[config.mk]
export PLATFORM = sky130hd
export DESIGN_NAME = axi_rr_arbiter
export DESIGN_NICKNAME = d
export VERILOG_FILES = /design/src/rtl/axi_rr_arbiter_pkg.sv /design/src/rtl/axi_rr_arbiter_rr_picker.sv /design/src/rtl/axi_rr_arbiter.sv
export SDC_FILE = /design/constraint.sdc
export NUM_CORES = 1
export LEC_CHECK = 0
export BUFFER_PORTS_ARGS = -buffer_cell sky130_fd_sc_hd__buf_4
export CAP_MARGIN = 20
export CORE_AREA = 2 2 367 369
export DETAILED_ROUTE_END_ITERATION = 10
export DIE_AREA = 0 0 369 371
export PLACE_DENSITY = 0.34
export SLEW_MARGIN = 5
export SYNTH_ARGS = -nofsm -noshare
export SYNTH_HDL_FRONTEND = slang
export SYNTH_SLANG_ARGS = --single-unit
export TNS_END_PERCENT = 10
[constraint.sdc]
create_clock -name clk -period 2.27 [get_ports clk]
set_input_delay 0.3405 -clock clk [delete_from_list [all_inputs] [get_ports clk]]
set_output_delay 0.3405 -clock clk [all_outputs]
set_load 0.02 [all_outputs]
[src/rtl/axi_rr_arbiter_pkg.sv]
// axi_rr_arbiter_pkg: AXI request/response bundles, arbiter FSM states and owner-index width helper
package axi_rr_arbiter_pkg;
  typedef struct packed {
    logic [3:0]  awid;
    logic [31:0] awaddr;
    logic [7:0]  awlen;
    logic [2:0]  awsize;
    logic [1:0]  awburst;
    logic        awvalid;
    logic [31:0] wdata;
    logic [3:0]  wstrb;
    logic        wlast;
    logic        wvalid;
    logic        bready;
    logic [3:0]  arid;
    logic [31:0] araddr;
    logic [7:0]  arlen;
    logic [2:0]  arsize;
    logic [1:0]  arburst;
    logic        arvalid;
    logic        rready;
  } axi_req;
  typedef struct packed {
    logic        awready;
    logic        wready;
    logic [3:0]  bid;
    logic [1:0]  bresp;
    logic        bvalid;
    logic        arready;
    logic [3:0]  rid;
    logic [31:0] rdata;
    logic [1:0]  rresp;
    logic        rlast;
    logic        rvalid;
  } axi_resp;
  typedef enum logic [1:0] {R_IDLE, R_ADDR, R_DATA} rd_state_t;
  typedef enum logic [1:0] {W_IDLE, W_ADDR, W_RESP} wr_state_t;
  function automatic int idx_w(input int n);
    return n > 1 ? $clog2(n) : 1;
  endfunction
endpackage

[src/rtl/axi_rr_arbiter_rr_picker.sv]
// rr_picker: rotate-priority encoder returning the first requester at or after ptr (wrapping)
//   req   - request vector, one bit per master
//   ptr   - highest-priority index this round
//   found - any request present
//   idx   - chosen master index
module rr_picker import axi_rr_arbiter_pkg::*; #(
  parameter int NUM_INPUTS = 4,
  localparam int IDX_W = idx_w(NUM_INPUTS)
) (
  input  logic [NUM_INPUTS-1:0] req,
  input  logic [IDX_W-1:0]      ptr,
  output logic                  found,
  output logic [IDX_W-1:0]      idx
);
  always_comb begin
    int j;
    found = 1'b0;
    idx = '0;
    j = 0;
    // Scan from the farthest offset down so the nearest requester overwrites last.
    for (int k = NUM_INPUTS - 1; k >= 0; k--) begin
      j = int'(ptr) + k;
      j = j >= NUM_INPUTS ? j - NUM_INPUTS : j;
      if (req[j]) begin
        found = 1'b1;
        idx = IDX_W'(j);
      end
    end
  end
endmodule

[src/rtl/axi_rr_arbiter.sv]
// axi_rr_arbiter: N-to-1 AXI master arbiter, independent round-robin read and write channels
//   clk, resetn - clock, asynchronous active-low reset
//   ireqs       - per-master request bundles
//   iresps      - per-master response bundles (zero for non-owners)
//   oreq        - request bundle to the bus
//   oresp       - response bundle from the bus
module axi_rr_arbiter import axi_rr_arbiter_pkg::*; #(
  parameter int NUM_INPUTS = 4
) (
  input  logic    clk,
  input  logic    resetn,
  input  axi_req  ireqs  [NUM_INPUTS],
  output axi_resp iresps [NUM_INPUTS],
  output axi_req  oreq,
  input  axi_resp oresp
);
  localparam int IDX_W = idx_w(NUM_INPUTS);
  localparam logic [IDX_W-1:0] LAST = IDX_W'(NUM_INPUTS - 1);
  rd_state_t r_state;
  wr_state_t w_state;
  logic [IDX_W-1:0] r_ptr, w_ptr, r_owner, w_owner, r_idx, w_idx;
  logic r_found, w_found, aw_done, w_done, aw_hs, w_hs;
  logic [NUM_INPUTS-1:0] r_req, w_req;
  axi_req r_sel, w_sel;
  always_comb begin
    r_req = '0;
    w_req = '0;
    for (int i = 0; i < NUM_INPUTS; i++) begin
      r_req[i] = ireqs[i].arvalid;
      w_req[i] = ireqs[i].awvalid | ireqs[i].wvalid;
    end
  end
  assign r_sel = ireqs[r_owner];
  assign w_sel = ireqs[w_owner];
  rr_picker #(.NUM_INPUTS(NUM_INPUTS)) u_r_pick (.req(r_req), .ptr(r_ptr), .found(r_found), .idx(r_idx));
  rr_picker #(.NUM_INPUTS(NUM_INPUTS)) u_w_pick (.req(w_req), .ptr(w_ptr), .found(w_found), .idx(w_idx));
  // Completed AW/W halves are masked so the bus never sees a second handshake.
  always_comb begin
    oreq = '0;
    if (r_state == R_ADDR) begin
      oreq.arid = r_sel.arid;
      oreq.araddr = r_sel.araddr;
      oreq.arlen = r_sel.arlen;
      oreq.arsize = r_sel.arsize;
      oreq.arburst = r_sel.arburst;
      oreq.arvalid = r_sel.arvalid;
    end
    if (r_state == R_DATA) oreq.rready = r_sel.rready;
    if (w_state == W_ADDR) begin
      oreq.awid = w_sel.awid;
      oreq.awaddr = w_sel.awaddr;
      oreq.awlen = w_sel.awlen;
      oreq.awsize = w_sel.awsize;
      oreq.awburst = w_sel.awburst;
      oreq.awvalid = w_sel.awvalid & ~aw_done;
      oreq.wdata = w_sel.wdata;
      oreq.wstrb = w_sel.wstrb;
      oreq.wlast = w_sel.wlast;
      oreq.wvalid = w_sel.wvalid & ~w_done;
    end
    if (w_state == W_RESP) oreq.bready = w_sel.bready;
  end
  assign aw_hs = oreq.awvalid & oresp.awready;
  assign w_hs = oreq.wvalid & oresp.wready & oreq.wlast;
  always_comb begin
    for (int i = 0; i < NUM_INPUTS; i++) begin
      iresps[i] = '0;
      if (r_state == R_ADDR && r_owner == IDX_W'(i)) iresps[i].arready = oresp.arready;
      if (r_state == R_DATA && r_owner == IDX_W'(i)) begin
        iresps[i].rid = oresp.rid;
        iresps[i].rdata = oresp.rdata;
        iresps[i].rresp = oresp.rresp;
        iresps[i].rlast = oresp.rlast;
        iresps[i].rvalid = oresp.rvalid;
      end
      if (w_state == W_ADDR && w_owner == IDX_W'(i)) begin
        iresps[i].awready = oresp.awready & ~aw_done;
        iresps[i].wready = oresp.wready & ~w_done;
      end
      if (w_state == W_RESP && w_owner == IDX_W'(i)) begin
        iresps[i].bid = oresp.bid;
        iresps[i].bresp = oresp.bresp;
        iresps[i].bvalid = oresp.bvalid;
      end
    end
  end
  always_ff @(posedge clk or negedge resetn) begin
    if (!resetn) begin
      r_state <= R_IDLE;
      r_ptr <= '0;
      r_owner <= '0;
    end else begin
      case (r_state)
        R_IDLE: if (r_found) begin
          r_owner <= r_idx;
          r_state <= R_ADDR;
        end
        R_ADDR: r_state <= !r_sel.arvalid ? R_IDLE : oresp.arready ? R_DATA : R_ADDR;
        R_DATA: if (oresp.rvalid && r_sel.rready && oresp.rlast) begin
          r_state <= R_IDLE;
          r_ptr <= r_owner == LAST ? '0 : r_owner + 1'b1;
        end
        default: r_state <= R_IDLE;
      endcase
    end
  end
  always_ff @(posedge clk or negedge resetn) begin
    if (!resetn) begin
      w_state <= W_IDLE;
      w_ptr <= '0;
      w_owner <= '0;
      aw_done <= 1'b0;
      w_done <= 1'b0;
    end else begin
      case (w_state)
        W_IDLE: if (w_found) begin
          w_owner <= w_idx;
          w_state <= W_ADDR;
          aw_done <= 1'b0;
          w_done <= 1'b0;
        end
        W_ADDR: begin
          aw_done <= aw_done | aw_hs;
          w_done <= w_done | w_hs;
          if ((aw_done | aw_hs) && (w_done | w_hs)) w_state <= W_RESP;
        end
        W_RESP: if (oresp.bvalid && w_sel.bready) begin
          w_state <= W_IDLE;
          w_ptr <= w_owner == LAST ? '0 : w_owner + 1'b1;
        end
        default: w_state <= W_IDLE;
      endcase
    end
  end
endmodule

-- After elaboration in Yosys (flattened, before gate mapping)
Index checks and enable logic that the tools add are counted.
- flip-flop bits (word level): 14
- $lt $le $gt $ge: 18
- bitwise logic cells: 17
- add/sub/neg operators: 16
- reduce and logical (&&, ||, !) cells: 32
- multiplexer cells: 88
- eq/ne operators: 15
- operators by type and width (kind ; count):
    $bmux 140 s2 ; 2
    $mux 140 ; 2
    $lt 32x4->1 const B ; 8
    $mux 32 ; 8
    $ge 32x4->1 const B ; 6
    $sub 32x4->32 const B ; 6
    $mux 40 ; 4
    $mux 51 ; 2
    $mux 88 ; 1
    $mux 50 ; 1
    $mux 2 ; 21
    $mux 1 ; 31
    $mux 7 ; 4
    $logic_and 1x1->1 ; 20
    $bmux 1 s2 ; 8
    $add 2x2->3 const B ; 4
    $eq 2x2->1 const B ; 6
    $pmux 2 s3 ; 2
    $reduce_and 2->1 ; 6
    $eq 2x1->1 const B ; 4
    $logic_not 2->1 ; 4
    $ne 2x1->1 const B ; 4
    $sub 2x3->4 const B ; 2
    $and 1x1->1 ; 7
    other kinds (11) ; 23

-- Depth between registers and ports, before layout
- depth after elaboration: 12
- mapped depth: 6

-- By module
Synthesis repeated with hierarchy kept, for this count alone.
- cells, all modules: 674
- area, all modules: 6667.6 um^2
- modules (own cells, without submodules) (module ; times used ; cells each ; area an instance (um^2)):
    axi_rr_arbiter ; 1 ; 648 ; 6512.5
    rr_picker ; 2 ; 13 ; 77.6

-- Worst setup path after synthesis
Ideal clock, no wire load.
- path kind: reg2out
- start: register r_owner[1]
- end: output iresps[150] in the netlist's numbering
- arrival: 1.652 ns
- path slack: 0.277 ns
- cell stages (with the launch flop): 7
- buffers on the path: 3
- data required time: 1.929 ns
- cell sequence: dfrtp_1 clkbuf_1 clkbuf_1 inv_1 ha_1 clkbuf_1 and3_1
- RTL lines (item ; line ; text):
    start, declared ; axi_rr_arbiter.sv:21 ; logic [IDX_W-1:0] r_ptr, w_ptr, r_owner, w_owner, r_idx, w_idx;
    start signal, assigned ; axi_rr_arbiter.sv:95 ; r_owner <= r_idx;
    end, declared ; axi_rr_arbiter.sv:13 ; output axi_resp iresps [NUM_INPUTS],

==> key figures <==
Run status
  – Status: finished with violations
  – Failing checks: setup timing

Timing
  – Clock Skews: 2.96 ps
  – Worst-Margin Slew: 549 ps
  – Fmax: 424 MHz
  – Final total negative setup slack: -1940 ps
  – Fraction of the cycle the final worst path needs: 1.04
  – Post-layout min period: 2360 ps
  – Total of endpoints with negative setup slack in the final report: 67
  – Worst slack on hold paths: 370 ps
  – Post-route worst setup slack: -87.9 ps
  – Number of hold-slack violations in the final timing report: 0
  – RSZ-0062 raised after global routing: yes
  – Final Max Tran Viols: 0
  – Max transition margin: 0.630

Layout
  – Commonest cells after routing, fill and taps aside: 890 x buf_4, 191 x and3_1, 140 x mux4_2
  – Layout cell share with drive strength beyond 1: 0.806
  – Synthesis-to-finish area growth: 165%
  – Area taken by flip-flops and latches: 363 sq um
  – Nets: 2216
  – Most common cell after layout, fill and taps aside: buf_4
  – Total area of multi-input combinational cells: 6100 sq um
  – Post-Route Utilization: 0.131
  – Layout fillers: 15.4k
  – Number of standard cells in the layout, taps in and fillers out: 3376

Clock network
  – Clock Root Buffer: clkbuf_16
  – Reg clk slew, reported paths: 70 ps
  – Max Buffers Root-to-Sink: 2
  – H-tree levels: 1
  – Total CTS buffers: 3
  – Clk Latency, worst-skew pair: 280 ps
  – TritonCTS clock tree: yes
  – Sinks on the clock net: 14

Drt
  – Initial DRC count: 597
  – Wire per inst: 28.2 um
  – Post-route ant nets: 0
  – Via count: 10.5k
  – Average via count per standard cell: 3.10
  – Count of TritonRoute iterations in the first routing pass: 5
  – Detailed-route DRC error count: 0
  – Final wirelength: 95100 um

Synth
  – Cell area after technology mapping: 6540 sq um
  – Post-synthesis register bit count: 14
  – Post-synthesis average cell area: 9.98 sq um
  – Number of cells produced by synthesis: 655
  – Synth Warn #: 0
  – Ys flop type: dfrtp_1
  – Post-synthesis sequential area ratio: 0.0536
  – Number of flops mapped to enable cells by yosys: 0
  – Distinct cells, synth: 35
  – Syn_nets: 1275
  – Proportion of synthesized flip-flops having asynchronous set or reset: 1.00

Die
  – Die span in x: 369 um
  – DIE AREA: 137000 sq um
  – Height of the die: 371 um
  – Cell row count: 134
  – Initial cell density of the core: 0.0492
  – Core region area: 133000 sq um
  – I/O pin count: 952

Power and ir drop
  – Proportion of power drawn by flip-flops and latches: 0.033
  – Static leakage: 8.30 nW
  – Internal power contribution: 8.50 mW
  – Power density over cell area: 997 nW/um^2
  – Worst supply voltage drop on vdd: 443 uV
  – Combinational Power Share: 0.941
  – Switching power: 8.81 mW
  – Clock group share of total power: 0.026
  – Net switching fraction of the power: 0.509

Global routing
  – Number of global-route vias before repair: 10.6k
  – Global routing usage summed across all routing layers: 0.129
  – Overflow left after global routing: 0
  – Antenna violations before repair: 56
  – Wire length of the first global-routing pass: 116000 um
  – Maximum number of pins on one net before global-route repair: 79

Worst setup path
  – Type of the setup path with the least slack: flop to output port
  – Worst setup EP type: output port
  – Data arrival time at the worst-slack endpoint: 2020 ps
  – Critical path launch point type: flop
  – CP Max Fanout: 8
  – Req. time, crit path: 1930 ps

Job
  – Count of maximum capacitance violations: 0

Worst hold path
  – Worst min-delay path category: input port to flop

Placed design
  – Final GP Congestion: 0.869
  – Worst slack after detailed placement: 120 ps
  – Number of cells after detailed placement: 3338
  – HPWL after detailed placement: 86700 um
  – Quantity of I/O buffers inserted on ports: 951
[layout make-up]
| cell class | instances | share of cell area |
|---|---|---|
| multi-input cells | 548 | 0.352 |
| well taps | 1768 | 0.127 |
| repair buffers | 1021 | 0.491 |
| flip-flops and latches | 14 | 0.0209 |
| diodes | 13 | 0.00187 |
| inverters | 8 | 0.00216 |
| clock buffers | 4 | 0.00512 |
[cell families (layout without fill, tap and decap cells)]
group / count (synthesis) / count (layout) / share of synthesized area
simple gates: 371 / 371 / 0.352
fa+ha+maj: 8 / 8 / 0.0153
mux: 147 / 147 / 0.494
compound gates: 22 / 22 / 0.0232
buf+inv: 93 / 1033 / 0.0626
other cells: 0 / 13 / 0
flops: 14 / 14 / 0.0536
[worst paths after layout]
| path | from | to | slack, ps | cells after the start |
|---|---|---|---|---|
| setup / recovery | w_owner[0] | oreq[89] | -90 | 6 |
| hold / removal | oresp[48] | w_done | 370 | 3 |
| setup reg to reg | w_owner[0] | w_ptr[1] | 170 | 6 |
| hold reg to reg | r_state[1] | r_state[0] | 540 | 1 |
| max in group asynchronous | resetn | r_owner[0] | 1420 | 2 |
| min in group asynchronous | resetn | w_ptr[0] | 550 | 2 |
[power groups by stage]
| stage | sequential [mW] | clock [mW] | combinational (mW) |
|---|---|---|---|
| floorplan | 0.430 | 0 | 6.87 |
| global placement | 0.577 | 0 | 14.1 |
| detailed placement | 0.578 | 0 | 14.1 |
| CTS | 0.566 | 0.481 | 15.8 |
| global route | 0.591 | 0.486 | 17.0 |
| finish | 0.572 | 0.444 | 16.3 |
[state kept, by name (all words and copies together), names as in the netlist]
name and count:
r_state 2, aw_done 1, w_ptr 2, w_owner 2, w_done 1, r_owner 2, w_state 2, r_ptr 2
[worst max-delay path, cell delays in order, from the launching register on]
cell and delay [ps]:
dfrtp_4 510, buf_6 150, buf_16 150, buf_4 140, mux4_2 470, and2_4 190
buf_6 120
[cell usage after synthesis (2+ instances only)]
cell type / n / share of area
and3_1: 194 / 0.19
and2_1: 144 / 0.14
mux4_2: 140 / 0.48
clkbuf_1: 62 / 0.036
buf_2: 18 / 0.014
dfrtp_1: 14 / 0.054
nor2_1: 9 / 0.0052
ha_1: 8 / 0.015
inv_1: 8 / 0.0046
o21ai_0: 6 / 0.0046
buf_6: 5 / 0.0086
nor2b_1: 5 / 0.0048
a21oi_1: 4 / 0.0031
mux2_2: 4 / 0.0069
mux2i_1: 3 / 0.0046
nand2_1: 3 / 0.0017
nor3b_1: 3 / 0.0034
a22o_1: 2 / 0.0027
a31oi_1: 2 / 0.0019
and2_4: 2 / 0.0027
nand2b_1: 2 / 0.0019
nand3_1: 2 / 0.0015
nor3_1: 2 / 0.0015
nor4_1: 2 / 0.0019
[routing by layer]
layer / vias to the layer above / track usage / part of all wire
li1: 4463 / - / -
met1: 5233 / 0.155 / 0.40
met2: 610 / 0.225 / 0.49
met3: 105 / 0.0448 / 0.087
met4: 48 / 0.0195 / 0.017
met5: - / 0 / 0.0030
[what timing repair did]
item                                   in CTS  in global routing
gates resized for setup                   176                 62
hold buffers                                1                  0
setup endpoints to repair                 148                225
buffers inserted                            5                  7
cloned                                      4                  4
pin swaps                                  10                 15
endpoints found under the hold margin      14                  0
[stage by stage]
step	power (mW)	instance area (sq um)
global placement	14.7	16100
detailed placement	14.6	16100
floorplan	7.30	6540
global route	18.0	17300
CTS	16.9	17000
finish	17.3	17400
(Power assumes the default switching activity.)
